==> src/rtl/csi_sequence_parser.sv <==
`default_nettype none
// ============================================================================
//  Module   : csi_sequence_parser
//  Purpose  : Terminal escape-sequence front end. Consumes one byte per
//             dataReady strobe and emits decoded events: a plain character,
//             a two-byte ESC command, or a full ANSI CSI sequence with up to
//             MAX_PARAMS saturating numeric parameters, default flags,
//             '?' private marker and any final byte in 0x40-0x7E.
//  Ports    : clk, rst (sync, active-low)
//             data[7:0], dataReady            - incoming byte stream
//             cmdValid                        - one-cycle event strobe
//             cmdKind (0 CHAR, 1 ESC, 2 CSI)  - event type
//             cmdFinal                        - char / ESC byte / CSI final
//             cmdPrivate, paramCount, params, paramDefault, paramOverflow
//                                             - CSI details (cleared for
//                                               CHAR and ESC events)
//             busy                            - parser is mid-sequence
//  Revision : 1.0 - initial release
// ============================================================================
module csi_sequence_parser #(
    parameter int MAX_PARAMS = 4,
    parameter int PARAM_W    = 8,
    parameter int CNT_W      = $clog2(MAX_PARAMS + 1)
) (
    input  logic                          clk,
    input  logic                          rst,
    input  logic [7:0]                    data,
    input  logic                          dataReady,
    output logic                          cmdValid,
    output logic [1:0]                    cmdKind,
    output logic [7:0]                    cmdFinal,
    output logic                          cmdPrivate,
    output logic [CNT_W-1:0]              paramCount,
    output logic [MAX_PARAMS*PARAM_W-1:0] params,
    output logic [MAX_PARAMS-1:0]         paramDefault,
    output logic                          paramOverflow,
    output logic                          busy
);

    localparam logic [1:0] c_S_IDLE      = 2'd0;
    localparam logic [1:0] c_S_ESC       = 2'd1;
    localparam logic [1:0] c_S_CSI_ENTRY = 2'd2;
    localparam logic [1:0] c_S_CSI_PARAM = 2'd3;

    localparam logic [1:0] c_KIND_CHAR = 2'd0;
    localparam logic [1:0] c_KIND_ESC  = 2'd1;
    localparam logic [1:0] c_KIND_CSI  = 2'd2;

    localparam int             c_AW      = PARAM_W + 4;
    localparam logic [c_AW-1:0] c_SAT    = {4'b0000, {PARAM_W{1'b1}}};
    localparam logic [CNT_W-1:0] c_MAXP  = CNT_W'(MAX_PARAMS);

    // State and working (in-flight) sequence registers
    logic [1:0]                    r_state;
    logic [MAX_PARAMS*PARAM_W-1:0] r_wparams;
    logic [MAX_PARAMS-1:0]         r_wdef;
    logic [CNT_W-1:0]              r_idx;     // current slot, saturates at MAX_PARAMS
    logic                          r_seen;    // any digit or ';' seen
    logic                          r_priv;
    logic                          r_ovf;

    // Registered outputs
    logic                          r_valid;
    logic [1:0]                    r_kind;
    logic [7:0]                    r_final;
    logic                          r_opriv;
    logic [CNT_W-1:0]              r_ocount;
    logic [MAX_PARAMS*PARAM_W-1:0] r_oparams;
    logic [MAX_PARAMS-1:0]         r_odef;
    logic                          r_oovf;
    logic                          r_busy;

    // Next-state signals
    logic [1:0]                    w_state_n;
    logic [MAX_PARAMS*PARAM_W-1:0] w_wparams_n;
    logic [MAX_PARAMS-1:0]         w_wdef_n;
    logic [CNT_W-1:0]              w_idx_n;
    logic                          w_seen_n;
    logic                          w_priv_n;
    logic                          w_ovf_n;
    logic                          w_emit;
    logic [1:0]                    w_kind;

    // Byte classification
    logic w_is_cancel;   // CAN / SUB
    logic w_is_esc;
    logic w_is_c0;       // C0 control executed in place
    logic w_is_digit;
    logic w_is_final;

    // Digit accumulation for the current slot
    logic [PARAM_W-1:0] w_cur;
    logic [c_AW-1:0]    w_acc;
    logic [PARAM_W-1:0] w_sat;
    logic [CNT_W-1:0]   w_pcount;

    assign w_is_cancel = (data == 8'h18) || (data == 8'h1A);
    assign w_is_esc    = (data == 8'h1B);
    assign w_is_c0     = (data < 8'h20) && !w_is_cancel && !w_is_esc;
    assign w_is_digit  = (data >= 8'h30) && (data <= 8'h39);
    assign w_is_final  = (data >= 8'h40) && (data <= 8'h7E);

    always_comb begin
        w_cur = '0;
        for (int i = 0; i < MAX_PARAMS; i++) begin
            if (CNT_W'(i) == r_idx) begin
                w_cur = r_wparams[i*PARAM_W +: PARAM_W];
            end
        end
    end

    // Wide multiply-add so the saturation compare never sees a wrapped value
    assign w_acc = c_AW'(w_cur) * c_AW'(10) + c_AW'(data[3:0]);
    assign w_sat = (w_acc > c_SAT) ? {PARAM_W{1'b1}} : w_acc[PARAM_W-1:0];

    // Parameter count of the sequence collected so far
    assign w_pcount = !r_seen            ? '0     :
                      (r_idx >= c_MAXP)  ? c_MAXP : r_idx + CNT_W'(1);

    always_comb begin
        w_state_n   = r_state;
        w_wparams_n = r_wparams;
        w_wdef_n    = r_wdef;
        w_idx_n     = r_idx;
        w_seen_n    = r_seen;
        w_priv_n    = r_priv;
        w_ovf_n     = r_ovf;
        w_emit      = 1'b0;
        w_kind      = c_KIND_CHAR;

        if (dataReady) begin
            case (r_state)
                c_S_IDLE: begin
                    if (w_is_esc) begin
                        w_state_n = c_S_ESC;
                    end else begin
                        w_emit = 1'b1;
                    end
                end

                c_S_ESC: begin
                    if (w_is_c0) begin
                        w_emit = 1'b1;
                    end else if (w_is_esc) begin
                        w_state_n = c_S_ESC;
                    end else if (data == 8'h5B) begin
                        w_state_n   = c_S_CSI_ENTRY;
                        w_wparams_n = '0;
                        w_wdef_n    = '1;
                        w_idx_n     = '0;
                        w_seen_n    = 1'b0;
                        w_priv_n    = 1'b0;
                        w_ovf_n     = 1'b0;
                    end else if ((data >= 8'h30) && (data <= 8'h7E)) begin
                        w_emit    = 1'b1;
                        w_kind    = c_KIND_ESC;
                        w_state_n = c_S_IDLE;
                    end else begin
                        w_state_n = c_S_IDLE;
                    end
                end

                default: begin  // CSI_ENTRY and CSI_PARAM share byte handling
                    if (w_is_c0) begin
                        w_emit = 1'b1;
                    end else if (w_is_esc) begin
                        w_state_n = c_S_ESC;
                    end else if (w_is_cancel) begin
                        w_state_n = c_S_IDLE;
                    end else if ((r_state == c_S_CSI_ENTRY) && (data == 8'h3F)) begin
                        w_priv_n  = 1'b1;
                        w_state_n = c_S_CSI_PARAM;
                    end else if (w_is_digit) begin
                        w_state_n = c_S_CSI_PARAM;
                        w_seen_n  = 1'b1;
                        if (r_idx < c_MAXP) begin
                            for (int i = 0; i < MAX_PARAMS; i++) begin
                                if (CNT_W'(i) == r_idx) begin
                                    w_wparams_n[i*PARAM_W +: PARAM_W] = w_sat;
                                    w_wdef_n[i]                       = 1'b0;
                                end
                            end
                        end else begin
                            w_ovf_n = 1'b1;
                        end
                    end else if (data == 8'h3B) begin
                        w_state_n = c_S_CSI_PARAM;
                        w_seen_n  = 1'b1;
                        if (r_idx < c_MAXP) begin
                            w_idx_n = r_idx + CNT_W'(1);
                        end
                        // Closing the last slot means a further parameter exists
                        if (r_idx >= c_MAXP - CNT_W'(1)) begin
                            w_ovf_n = 1'b1;
                        end
                    end else if (w_is_final) begin
                        w_emit    = 1'b1;
                        w_kind    = c_KIND_CSI;
                        w_state_n = c_S_IDLE;
                    end else begin
                        w_state_n = c_S_IDLE;
                    end
                end
            endcase
        end
    end

    always_ff @(posedge clk) begin
        if (!rst) begin
            r_state   <= c_S_IDLE;
            r_wparams <= '0;
            r_wdef    <= '1;
            r_idx     <= '0;
            r_seen    <= 1'b0;
            r_priv    <= 1'b0;
            r_ovf     <= 1'b0;
            r_valid   <= 1'b0;
            r_kind    <= c_KIND_CHAR;
            r_final   <= 8'h00;
            r_opriv   <= 1'b0;
            r_ocount  <= '0;
            r_oparams <= '0;
            r_odef    <= '1;
            r_oovf    <= 1'b0;
            r_busy    <= 1'b0;
        end else begin
            r_state   <= w_state_n;
            r_wparams <= w_wparams_n;
            r_wdef    <= w_wdef_n;
            r_idx     <= w_idx_n;
            r_seen    <= w_seen_n;
            r_priv    <= w_priv_n;
            r_ovf     <= w_ovf_n;
            r_valid   <= w_emit;
            r_busy    <= (w_state_n != c_S_IDLE);
            if (w_emit) begin
                r_kind  <= w_kind;
                r_final <= data;
                if (w_kind == c_KIND_CSI) begin
                    r_opriv   <= r_priv;
                    r_ocount  <= w_pcount;
                    r_oparams <= r_wparams;
                    r_odef    <= r_wdef;
                    r_oovf    <= r_ovf;
                end else begin
                    r_opriv   <= 1'b0;
                    r_ocount  <= '0;
                    r_oparams <= '0;
                    r_odef    <= '1;
                    r_oovf    <= 1'b0;
                end
            end
        end
    end

    assign cmdValid      = r_valid;
    assign cmdKind       = r_kind;
    assign cmdFinal      = r_final;
    assign cmdPrivate    = r_opriv;
    assign paramCount    = r_ocount;
    assign params        = r_oparams;
    assign paramDefault  = r_odef;
    assign paramOverflow = r_oovf;
    assign busy          = r_busy;

endmodule
`default_nettype wire

==> config.mk <==
export PLATFORM = sky130hd
export DESIGN_NAME = csi_sequence_parser
export DESIGN_NICKNAME = d
export VERILOG_FILES = /design/src/rtl/csi_sequence_parser.sv
export SDC_FILE = /design/constraint.sdc
export NUM_CORES = 1
export LEC_CHECK = 0
export BUFFER_PORTS_ARGS = -buffer_cell sky130_fd_sc_hd__clkbuf_2
export CORE_MARGIN = 2
export CORE_UTILIZATION = 52
export DETAILED_ROUTE_END_ITERATION = 7
export HOLD_SLACK_MARGIN = 0.1
export PLACE_DENSITY = 0.85
export RECOVER_POWER = 50
export SLEW_MARGIN = 20
export SYNTH_ARGS = -nofsm -noshare
export SYNTH_HDL_FRONTEND = slang
export SYNTH_SLANG_ARGS = --single-unit
==> constraint.sdc <==
create_clock -name clk -period 3.7 [get_ports clk]
set_clock_uncertainty 0.15 [all_clocks]
set_input_delay 0.555 -clock clk [delete_from_list [all_inputs] [get_ports clk]]
set_output_delay 0.555 -clock clk [all_outputs]
set_load 0.02 [all_outputs]
# ---- Word-level counts from Yosys, hierarchy flattened
# Index checks and enable logic that the tools add are counted.
# Widths: inputs -> output; s select.
dict set report op_classes {
  n_lt_le_gt_ge 9
  n_reduce_logical 30
  bitwise_logic 3
  multipliers 1
  addsub 2
  mux 114
  n_eq_ne 17
}
# cell n
set ops {}
lappend ops {{$mux 32} 10}
lappend ops {{$mux 8} 9}
lappend ops {{$pmux 32 s2} 1}
lappend ops {{$reduce_and 10->1} 6}
lappend ops {{$mux 1} 44}
lappend ops {{$mux 4} 10}
lappend ops {{$mux 3} 13}
lappend ops {{$mux 2} 19}
lappend ops {{$eq 8x5->1 const B} 3}
lappend ops {{$reduce_bool 2->1} 9}
lappend ops {{$eq 8x6->1 const B} 2}
lappend ops {{$add 12x4->12} 1}
lappend ops {{$gt 12x8->1 const B} 1}
lappend ops {{$mul 8x3->11 const B} 1}
lappend ops {{$eq 8x7->1 const B} 1}
lappend ops {{$ge 8x6->1 const B} 1}
lappend ops {{$ge 8x7->1 const B} 1}
lappend ops {{$le 8x6->1 const B} 1}
lappend ops {{$le 8x7->1 const B} 1}
lappend ops {{$lt 8x6->1 const B} 1}
lappend ops {{$pmux 1 s2} 4}
lappend ops {{$pmux 2 s2} 2}
lappend ops {{$pmux 4 s2} 1}
lappend ops {{$reduce_and 8->1} 1}
lappend ops {{other kinds (20)} 33}
dict set report word_totals {
  out_inout_bits 53
  reg_bits 97
}

# ---- Depth between registers and ports, before layout
# Gate-level depths: netlist of the first run.
dict set report depth {
  depth_word 17
  ltp_mapped 18
  ltp_nobuf 17
}

# ---- Worst setup path after synthesis of the first run
# OpenSTA, ideal clock, no wires.
dict set report synth_timing {
  path_type {register to register}
  startpoint {register r_idx[0]}
  endpoint {register r_wparams[14]}
  path_stages_with_launch 18
  path_slack_ns -0.392
  t_arrival_ns 3.825
  t_required_ns 3.433
  n_path_buf 1
  setup_time_ns 0.117
  period_less_slack_ns 4.092
  path_cell_list {dfxtp_1 > inv_1 > ha_1 > clkbuf_1 > and3_1 > a21oi_1 > o21ai_0 > a22o_1 > ha_1 > ha_1 > inv_1 > fa_1 > xor2_1 > nor4_1 > and4_1 > mux2i_1 > or3_4 > a22o_1}
}
dict set report synth_via {
  elab_chain_len 17
}
# item line_no
set synth_rtl {}
lappend synth_rtl {{start: declaration} 57} ;# logic [CNT_W-1:0] r_idx;
lappend synth_rtl {{start signal: assignment} 230} ;# r_idx <= w_idx_n;
lappend synth_rtl {{$logic_not 3->1} 106} ;# if (CNT_W'(i) == r_idx) begin
lappend synth_rtl {{$mux 8 (4 in series)} 106}
lappend synth_rtl {{$mul 8x3->11} 113} ;# assign w_acc = c_AW'(w_cur) * c_AW'(10) + c_AW'(data[3:0]);
lappend synth_rtl {{$add 12x4->12} 113}
lappend synth_rtl {{$gt 12x8->1} 114} ;# assign w_sat = (w_acc > c_SAT) ? {PARAM_W{1'b1}} : w_acc[PARAM_W-1:0];
lappend synth_rtl {{$mux 8} 114}
lappend synth_rtl {{$mux 8} 178} ;# if (CNT_W'(i) == r_idx) begin
lappend synth_rtl {{$mux 32} 176} ;# if (r_idx < c_MAXP) begin
lappend synth_rtl {{$mux 32} 173} ;# end else if (w_is_digit) begin
lappend synth_rtl {{$mux 32} 170} ;# end else if ((r_state == c_S_CSI_ENTRY) && (data == 8'h3F)) begin
lappend synth_rtl {{$mux 32} 168} ;# end else if (w_is_cancel) begin
lappend synth_rtl {{$mux 32} 166} ;# end else if (w_is_esc) begin
lappend synth_rtl {{$mux 32} 164} ;# if (w_is_c0) begin
lappend synth_rtl {{$pmux 32 s2} 132} ;# case (r_state)
lappend synth_rtl {{end signal: assignment} 228} ;# r_wparams <= w_wparams_n;
lappend synth_rtl {{end: declaration} 55} ;# logic [MAX_PARAMS*PARAM_W-1:0] r_wparams;
# Several ways; a longest one is shown, not always the timed one. The select of a mux whose other input is x is not followed.
# A chain may end at the register's enable or synchronous reset.

# ---- Worst setup path after layout of the first run
dict set report layout_timing {
  startpoint {register r_idx[0]}
  endpoint {register r_wparams[29]}
}
# The elaborated chain is that of the path after synthesis.

==> flow_summary_export.csv, run 1 <==
group,metric,value,unit
routing,drtIter0Drc,499,
grt,met1_usage,0.357,
power_and_ir_drop,powerDensity,319,mW/mm2
grt,grtUsageMet2,0.427,
cts,cts_tree,"built",
floorplan,die-height,97.2,um
routing,ant_nets,0,
placed_design,dp_hpwl,8940,um
timing,setup_viol,32,
final_layout,n_antenna_cell,0,
synthesis,synth_area,0.00452,mm2
final_layout,multi_input_comb_area,0.00270,mm2
timing,setup_tns,-9.91,ns
synthesis,yosys_warnings,0,
synthesis,ys_ff_latch,97,
grt,grt_pass1_wl,20400,um
synthesis,synth_top_area_frac,0.430,
power_and_ir_drop,combPwrFrac,0.071,
cts,hold_buffers,0,
timing,whs,0.310,ns
timing,fin_ws,-0.402,ns
grt,grt-ovfl-total,0,
final_layout,final_nets,637,
cts,htreeDepth,3,
flow_run,cap_viol_max_count,0,
cts,cts_root_buf,"clkbuf_8",
synthesis,synthArstFlopShare,0,
cts,clk_latency,0.36,ns
routing,wl_per_cell,18.9,um
worst_setup_path,crit_type,"reg2reg",
final_layout,regArea,0.00195,mm2
synthesis,synthFlopType,"dfxtp_1",
synthesis,synth.area.top_cells,"dfxtp_1 43%, a22oi_1 5.8%, ha_1 5.5%",
cts,clk_pin_slew,0.10,ns
synthesis,yosys.area_share.simple,0.185,
synthesis,synth_top_family_by_area,"compound AO/OA/AOI/OAI gates",
routing,viasPerCell,6.22,
timing,fin_crit,4.10,ns
synthesis,postSynthCellCount,503,
synthesis,yosysUniqueCellTypes,55,
floorplan,start_util,0.544,
placed_design,gp_congestion,0.928,
synthesis,yosys.area.top_type,"dfxtp_1",
grt,grt_start_max_net_pins,31,
final_layout,area_growth,27.1,%
synthesis,synth.net_count,536,
power_and_ir_drop,clockPowerShare,0.352,
timing,max_freq,244,MHz
run_status,violations,"negative setup slack",
power_and_ir_drop,power,1.83,mW
synthesis,avgSynthCellArea,8.98,um2
power_and_ir_drop,swShare,0.264,
timing,max_slew.worst_pin.slew,1.14,ns
cts,clock_path_buffers,2,
grt,busiest_layer,"met2",
synthesis,synth_compound_area_frac,0.244,
worst_setup_path,worstPathArrival,4.21,ns
floorplan,fp-row-count,33,
synthesis,synthAdderAreaFrac,0.0643,
floorplan,die-area,0.00944,mm2
cts,cts_buffers,9,
synthesis,ys_seq_area_frac,0.430,
routing,vias,4442,
final_layout,fill_cells,639,
power_and_ir_drop,power.switching,484,uW
power_and_ir_drop,power.leakage,2.22,nW
timing,slew_violations,0,
power_and_ir_drop,pwr-share-seq,0.577,
worst_setup_path,start_kind,"flop",
synthesis,synthXorXnorAreaFrac,0.0155,
power_and_ir_drop,p_int,1.35,mW
floorplan,coreArea,0.00830,mm2
grt,grt_pass1_vias,4008,
power_and_ir_drop,vdd_ir_drop_max,256,uV
synthesis,synth_edf_count,0,
grt,track_usage,0.264,
routing,first_pass_iters,6,
worst_setup_path,cp_data_required_time,3.80,ns
floorplan,ios,64,
timing,maxSlewHeadroom,0.242,
routing,drc,0,
timing,rsz0062_at_grt,"true",
floorplan,die_w,97.2,um
cts,cts_sinks,97,
timing,hold_viol_final,0,
synthesis,muxShareOfSynthArea,0.0222,
final_layout,drive_gt1_frac,0.223,
hold_path,hold_path.class,"reg2reg",
worst_setup_path,cp-end-kind,"flop",
worst_setup_path,rrSetupSlack,-0.40,ns
timing,fin_crit_sh,1.11,
placed_design,portBuffers,63,
grt,use_met3,0.0518,
routing,wirelength,13500,um
run_status,status,"finished, violations left",
worst_setup_path,crit_fanout,6,
grt,antenna_found_initial,0,
synth_stat cells, types with 2 or more instances:
library cell	n
a211oi_1	3
a21o_1	6
a21oi_1	20
a21oi_2	2
a22o_1	24
a22oi_1	35
a31oi_1	2
a41oi_1	4
and2_1	3
and3_1	14
buf_2	9
clkbuf_1	18
clkinv_1	2
dfxtp_1	97
fa_1	2
ha_1	20
inv_1	12
mux2i_1	10
nand2_1	33
nand2b_1	7
nand3_1	8
nand3b_1	3
nand4_1	5
nor2_1	65
nor2b_1	9
nor3_1	7
nor4_1	2
o211ai_1	4
o21a_1	3
o21ai_0	29
o21ai_1	2
o22ai_1	2
o2bb2ai_1	8
o31a_1	2
or3_1	2
or3_4	4
xnor2_1	6
xor2_1	2
critical path, cell delays in order, from the launching register on:
cell     delay (ns)
dfxtp_4        0.40
inv_4          0.06
ha_4           0.18
buf_6          0.13
and3_4         0.17
a21oi_2        0.15
o21ai_2        0.10
a22o_1         0.22
buf_6          0.13
ha_4           0.27
inv_2          0.04
fa_2           0.40
xor2_4         0.19
nor4_4         0.27
and4_4         0.30
mux2i_4        0.08
buf_6          0.14
or3_4          0.42
a22o_1         0.21
routing by layer:
layer  vias up  wire (um)
li1       2039          -
met4         0        362
met3        38       1220
met5         -          0
met2       268       6070
met1      2097       5800
flip-flops by register name, summed over array words and instances (netlist names), 2 cells and up:
name	flops
r_wdef	4
r_idx	3
cmdFinal	8
paramDefault	4
params	32
cmdKind	2
r_wparams	32
paramCount	3
r_state	2
placed cells by master, fill, tap and decap left out, types with 5 or more instances in the layout:
master and instances:
o21ai_1 9, dfxtp_1 95, clkbuf_2 9, nor2_1 65, mux2i_1 9, ha_4 7
and3_1 11, a21oi_2 7, clkinv_4 5, clkbuf_8 9, o21ai_0 19, nand2b_1 6
xnor2_1 6, nor2b_1 9, ha_1 9, inv_1 7, a21oi_1 15, a21o_1 6
clkbuf_1 55, buf_4 43, nand2_1 32, nand3_1 8, a22o_1 24, nand4_1 5
a22oi_1 35, buf_6 10
kinds of logic (layout without fill, tap and decap cells):
logic type,after synthesis,after routing
xor+xnor,8,8
flops,97,97
simple gates,169,169
compound gates,155,155
mux,10,10
fa+ha+maj,22,22
buf+inv,42,148
power groups by stage:
| stage | clock network [mW] | registers (mW) | logic (mW) |
|---|---|---|---|
| after floorplan | 0 | 1.09 | 0.0732 |
| after global placement | 0 | 1.08 | 0.119 |
| after detailed placement | 0 | 1.08 | 0.122 |
| after CTS | 0.651 | 1.06 | 0.127 |
| after global routing | 0.696 | 1.06 | 0.140 |
| final | 0.646 | 1.06 | 0.130 |
stage by stage:
step	worst slack [ns]	cell area, um2	cells	utilization
after floorplan	-0.0426	4610	503	-
after global placement	-0.286	5190	677	0.625
after detailed placement	-0.412	5190	677	0.625
after CTS	-0.185	5590	703	0.674
after global routing	-0.467	5740	714	0.691
final	-0.402	5740	714	0.691
worst paths after layout:
kind              startpoint             to  depth (start not counted)
hold / removal     r_wdef[0]      r_wdef[0]                          1
setup / recovery    r_idx[0]  r_wparams[29]                         18
hold reg to reg    r_wdef[0]      r_wdef[0]                          1
setup reg to reg    r_idx[0]  r_wparams[29]                         18
timing repair:
item                       4_1_cts  5_1_grt
buffers inserted                10       12
pin swaps                       24       20
setup endpoints to repair       32       32
resized for setup               38       29
final cells by class:
cell class                      count  share of cell area
Sequential cell                    97               0.340
Clock buffer                        9              0.0216
Tap cell                          105              0.0229
Timing Repair Buffer              118               0.123
Inverter                           14              0.0105
Clock inverter                      7              0.0111
Multi-Input combinational cell    364               0.471
Note: power is estimated with default switching activity, not from simulation.
==> run 2: changes to the inputs <==
--- a/config.mk
+++ b/config.mk
@@ -6,6 +6,7 @@
 export NUM_CORES = 1
 export LEC_CHECK = 0
 export BUFFER_PORTS_ARGS = -buffer_cell sky130_fd_sc_hd__clkbuf_2
+export CAP_MARGIN = 15
 export CORE_MARGIN = 2
 export CORE_UTILIZATION = 52
 export DETAILED_ROUTE_END_ITERATION = 7
==> constraint.sdc (replaced) <==
create_clock -name clk -period 3.7 [get_ports clk]
set_clock_uncertainty 0.15 [all_clocks]
set_input_delay 0.74 -clock clk [delete_from_list [all_inputs] [get_ports clk]]
set_output_delay 0.74 -clock clk [all_outputs]
set_load 0.02 [all_outputs]
==> flow_summary_export.csv, run 2 (synthesis gave the netlist of run 1 again) <==
group,metric,value,unit
floorplan,coreArea,0.00830,mm2
worst_setup_path,rrSetupSlack,-0.24,ns
grt,grt_pass1_wl,19900,um
worst_setup_path,cp_data_required_time,3.81,ns
timing,slew_violations,0,
timing,whs,0.308,ns
grt,antenna_found_initial,0,
grt,grt_start_max_net_pins,31,
grt,grt-ovfl-total,0,
power_and_ir_drop,power.switching,476,uW
worst_setup_path,r2r_end,"r_wparams[6]",
power_and_ir_drop,combPwrFrac,0.067,
timing,max_slew.worst_pin.slew,1.11,ns
worst_setup_path,cp-end-kind,"flop",
timing,fin_crit_sh,1.06,
cts,cts_buffers,9,
cts,cts_root_buf,"clkbuf_8",
floorplan,ios,64,
cts,clk_pin_slew,0.09,ns
run_status,status,"finished, violations left",
placed_design,gp_congestion,0.971,
final_layout,area_growth,26.6,%
routing,drc,0,
power_and_ir_drop,power.leakage,2.23,nW
worst_setup_path,path_cells,"inv_4 > ha_4 > inv_4 > and3_4 > a21oi_4 > o21ai_2 > a22o_4 > ha_4 > ha_4 > inv_2 > fa_2 > buf_6 > nand2_4 > nor4_4 > nand3_1 > a2111o_2 > or3_4 > a22o_1",
routing,drtIter0Drc,449,
worst_setup_path,max_stage_delay,0.57,ns
routing,vias,4319,
power_and_ir_drop,power,1.88,mW
timing,rsz0062_at_grt,"true",
final_layout,fill_cells,632,
placed_design,portBuffers,63,
timing,fin_crit,3.94,ns
timing,maxSlewHeadroom,0.260,
worst_setup_path,cp.depth,18,
placed_design,dp_hpwl,9030,um
worst_setup_path,crit_fanout,8,
timing,max_freq,254,MHz
worst_setup_path,critPathMostFrequentCell,"ha_4",
routing,first_pass_iters,6,
run_status,violations,"negative setup slack",
floorplan,die_w,97.2,um
floorplan,die-area,0.00944,mm2
routing,wirelength,13000,um
power_and_ir_drop,p_int,1.41,mW
cts,cts_sinks,97,
grt,grt_pass1_vias,3855,
power_and_ir_drop,pwr-share-seq,0.562,
worst_setup_path,crit_path_start,"r_idx[1]",
worst_setup_path,rr_worst_depth,18,
worst_setup_path,crit_path_end,"r_wparams[6]",
timing,setup_viol,32,
worst_setup_path,path_buf_inv,4,
cts,clock_path_buffers,2,
cts,htreeDepth,3,
hold_path,hold_path.class,"reg2reg",
grt,track_usage,0.259,
final_layout,final_cell_mix,"95 x dfxtp_1, 65 x nor2_1, 56 x clkbuf_1",
floorplan,die-height,97.2,um
final_layout,final_common_cell,"dfxtp_1",
routing,viasPerCell,6.10,
worst_setup_path,reg2reg_from,"r_idx[1]",
floorplan,fp-row-count,33,
final_layout,final_nets,631,
power_and_ir_drop,clockPowerShare,0.371,
power_and_ir_drop,vdd_ir_drop_max,264,uV
routing,wl_per_cell,18.3,um
final_layout,n_antenna_cell,0,
worst_setup_path,critPathSlowestCell,"a2111o_2",
floorplan,start_util,0.544,
timing,fin_ws,-0.239,ns
routing,ant_nets,0,
cts,cts_tree,"built",
final_layout,drive_gt1_frac,0.216,
power_and_ir_drop,swShare,0.253,
hold_path,hp-start,"r_wdef[0]",
flow_run,cap_viol_max_count,0,
timing,hold_viol_final,0,
worst_setup_path,start_kind,"flop",
worst_setup_path,crit_family,"compound AO/OA/AOI/OAI gates",
worst_setup_path,worstPathArrival,4.05,ns
worst_setup_path,crit_type,"reg2reg",
power_and_ir_drop,powerDensity,329,mW/mm2
cts,clk_latency,0.36,ns
[run 2: cell count changes in the layout (fill, tap and decap cells not counted), sizes merged]
cell	delta
buf	-6
bufinv	+1
clkinv	-3
clkinvlp	+2
[run 2: what timing repair did]
action                                  4_1_cts  5_1_grt
gates cloned                                  0        0
pin swaps                                    16       27
buffers inserted                              5        7
hold buffers                                  0        0
endpoints found under the setup margin       32       32
gates resized for setup                      17       44
[run 2: worst min-delay path by stage]
stage                            to  slack, ns  depth (start not counted)
final                     r_wdef[0]       0.31                          1
after floorplan           r_wdef[3]       0.28                          1
after global placement    r_wdef[3]       0.29                          1
after CTS                 r_wdef[0]       0.31                          1
after detailed placement  r_wdef[0]       0.29                          1
after global routing      r_wdef[0]       0.35                          1
[run 2: per-stage QoR]
stage	area (um2)	utilization	worst slack, ns	setup TNS, ns	cells
floorplan	4610	-	-0.0426	-0.681	503
global placement	5220	0.629	-0.246	-5.50	680
detailed placement	5220	0.629	-0.400	-10.17	680
CTS	5540	0.667	-0.194	-3.08	701
global route	5720	0.689	-0.365	-9.62	708
finish	5720	0.689	-0.239	-4.97	708
[run 2: routing by layer]
metal,vias to the layer above,track usage,share of wire
met1,2075,0.370,0.45
met4,0,0.0780,0.018
met3,22,0.0424,0.068
met2,197,0.404,0.46
met5,-,0,0
li1,2025,-,-
[run 2: power by group through the flow]
stage / clock [mW] / combinational, mW / sequential (mW)
after floorplan: 0 / 0.0732 / 1.09
after global placement: 0 / 0.119 / 1.08
after detailed placement: 0 / 0.122 / 1.08
after CTS: 0.701 / 0.124 / 1.06
after global routing: 0.737 / 0.137 / 1.06
final: 0.699 / 0.127 / 1.06
[run 2: layout make-up]
type | instances | area (um2) | area share
Clock inverter | 7 | 76.3 | 0.0133
Timing Repair Buffer | 112 | 654 | 0.114
Tap cell | 105 | 131 | 0.0230
Multi-Input combinational cell | 364 | 2720 | 0.476
Sequential cell | 97 | 1950 | 0.341
Inverter | 14 | 60.1 | 0.0105
Clock buffer | 9 | 124 | 0.0217
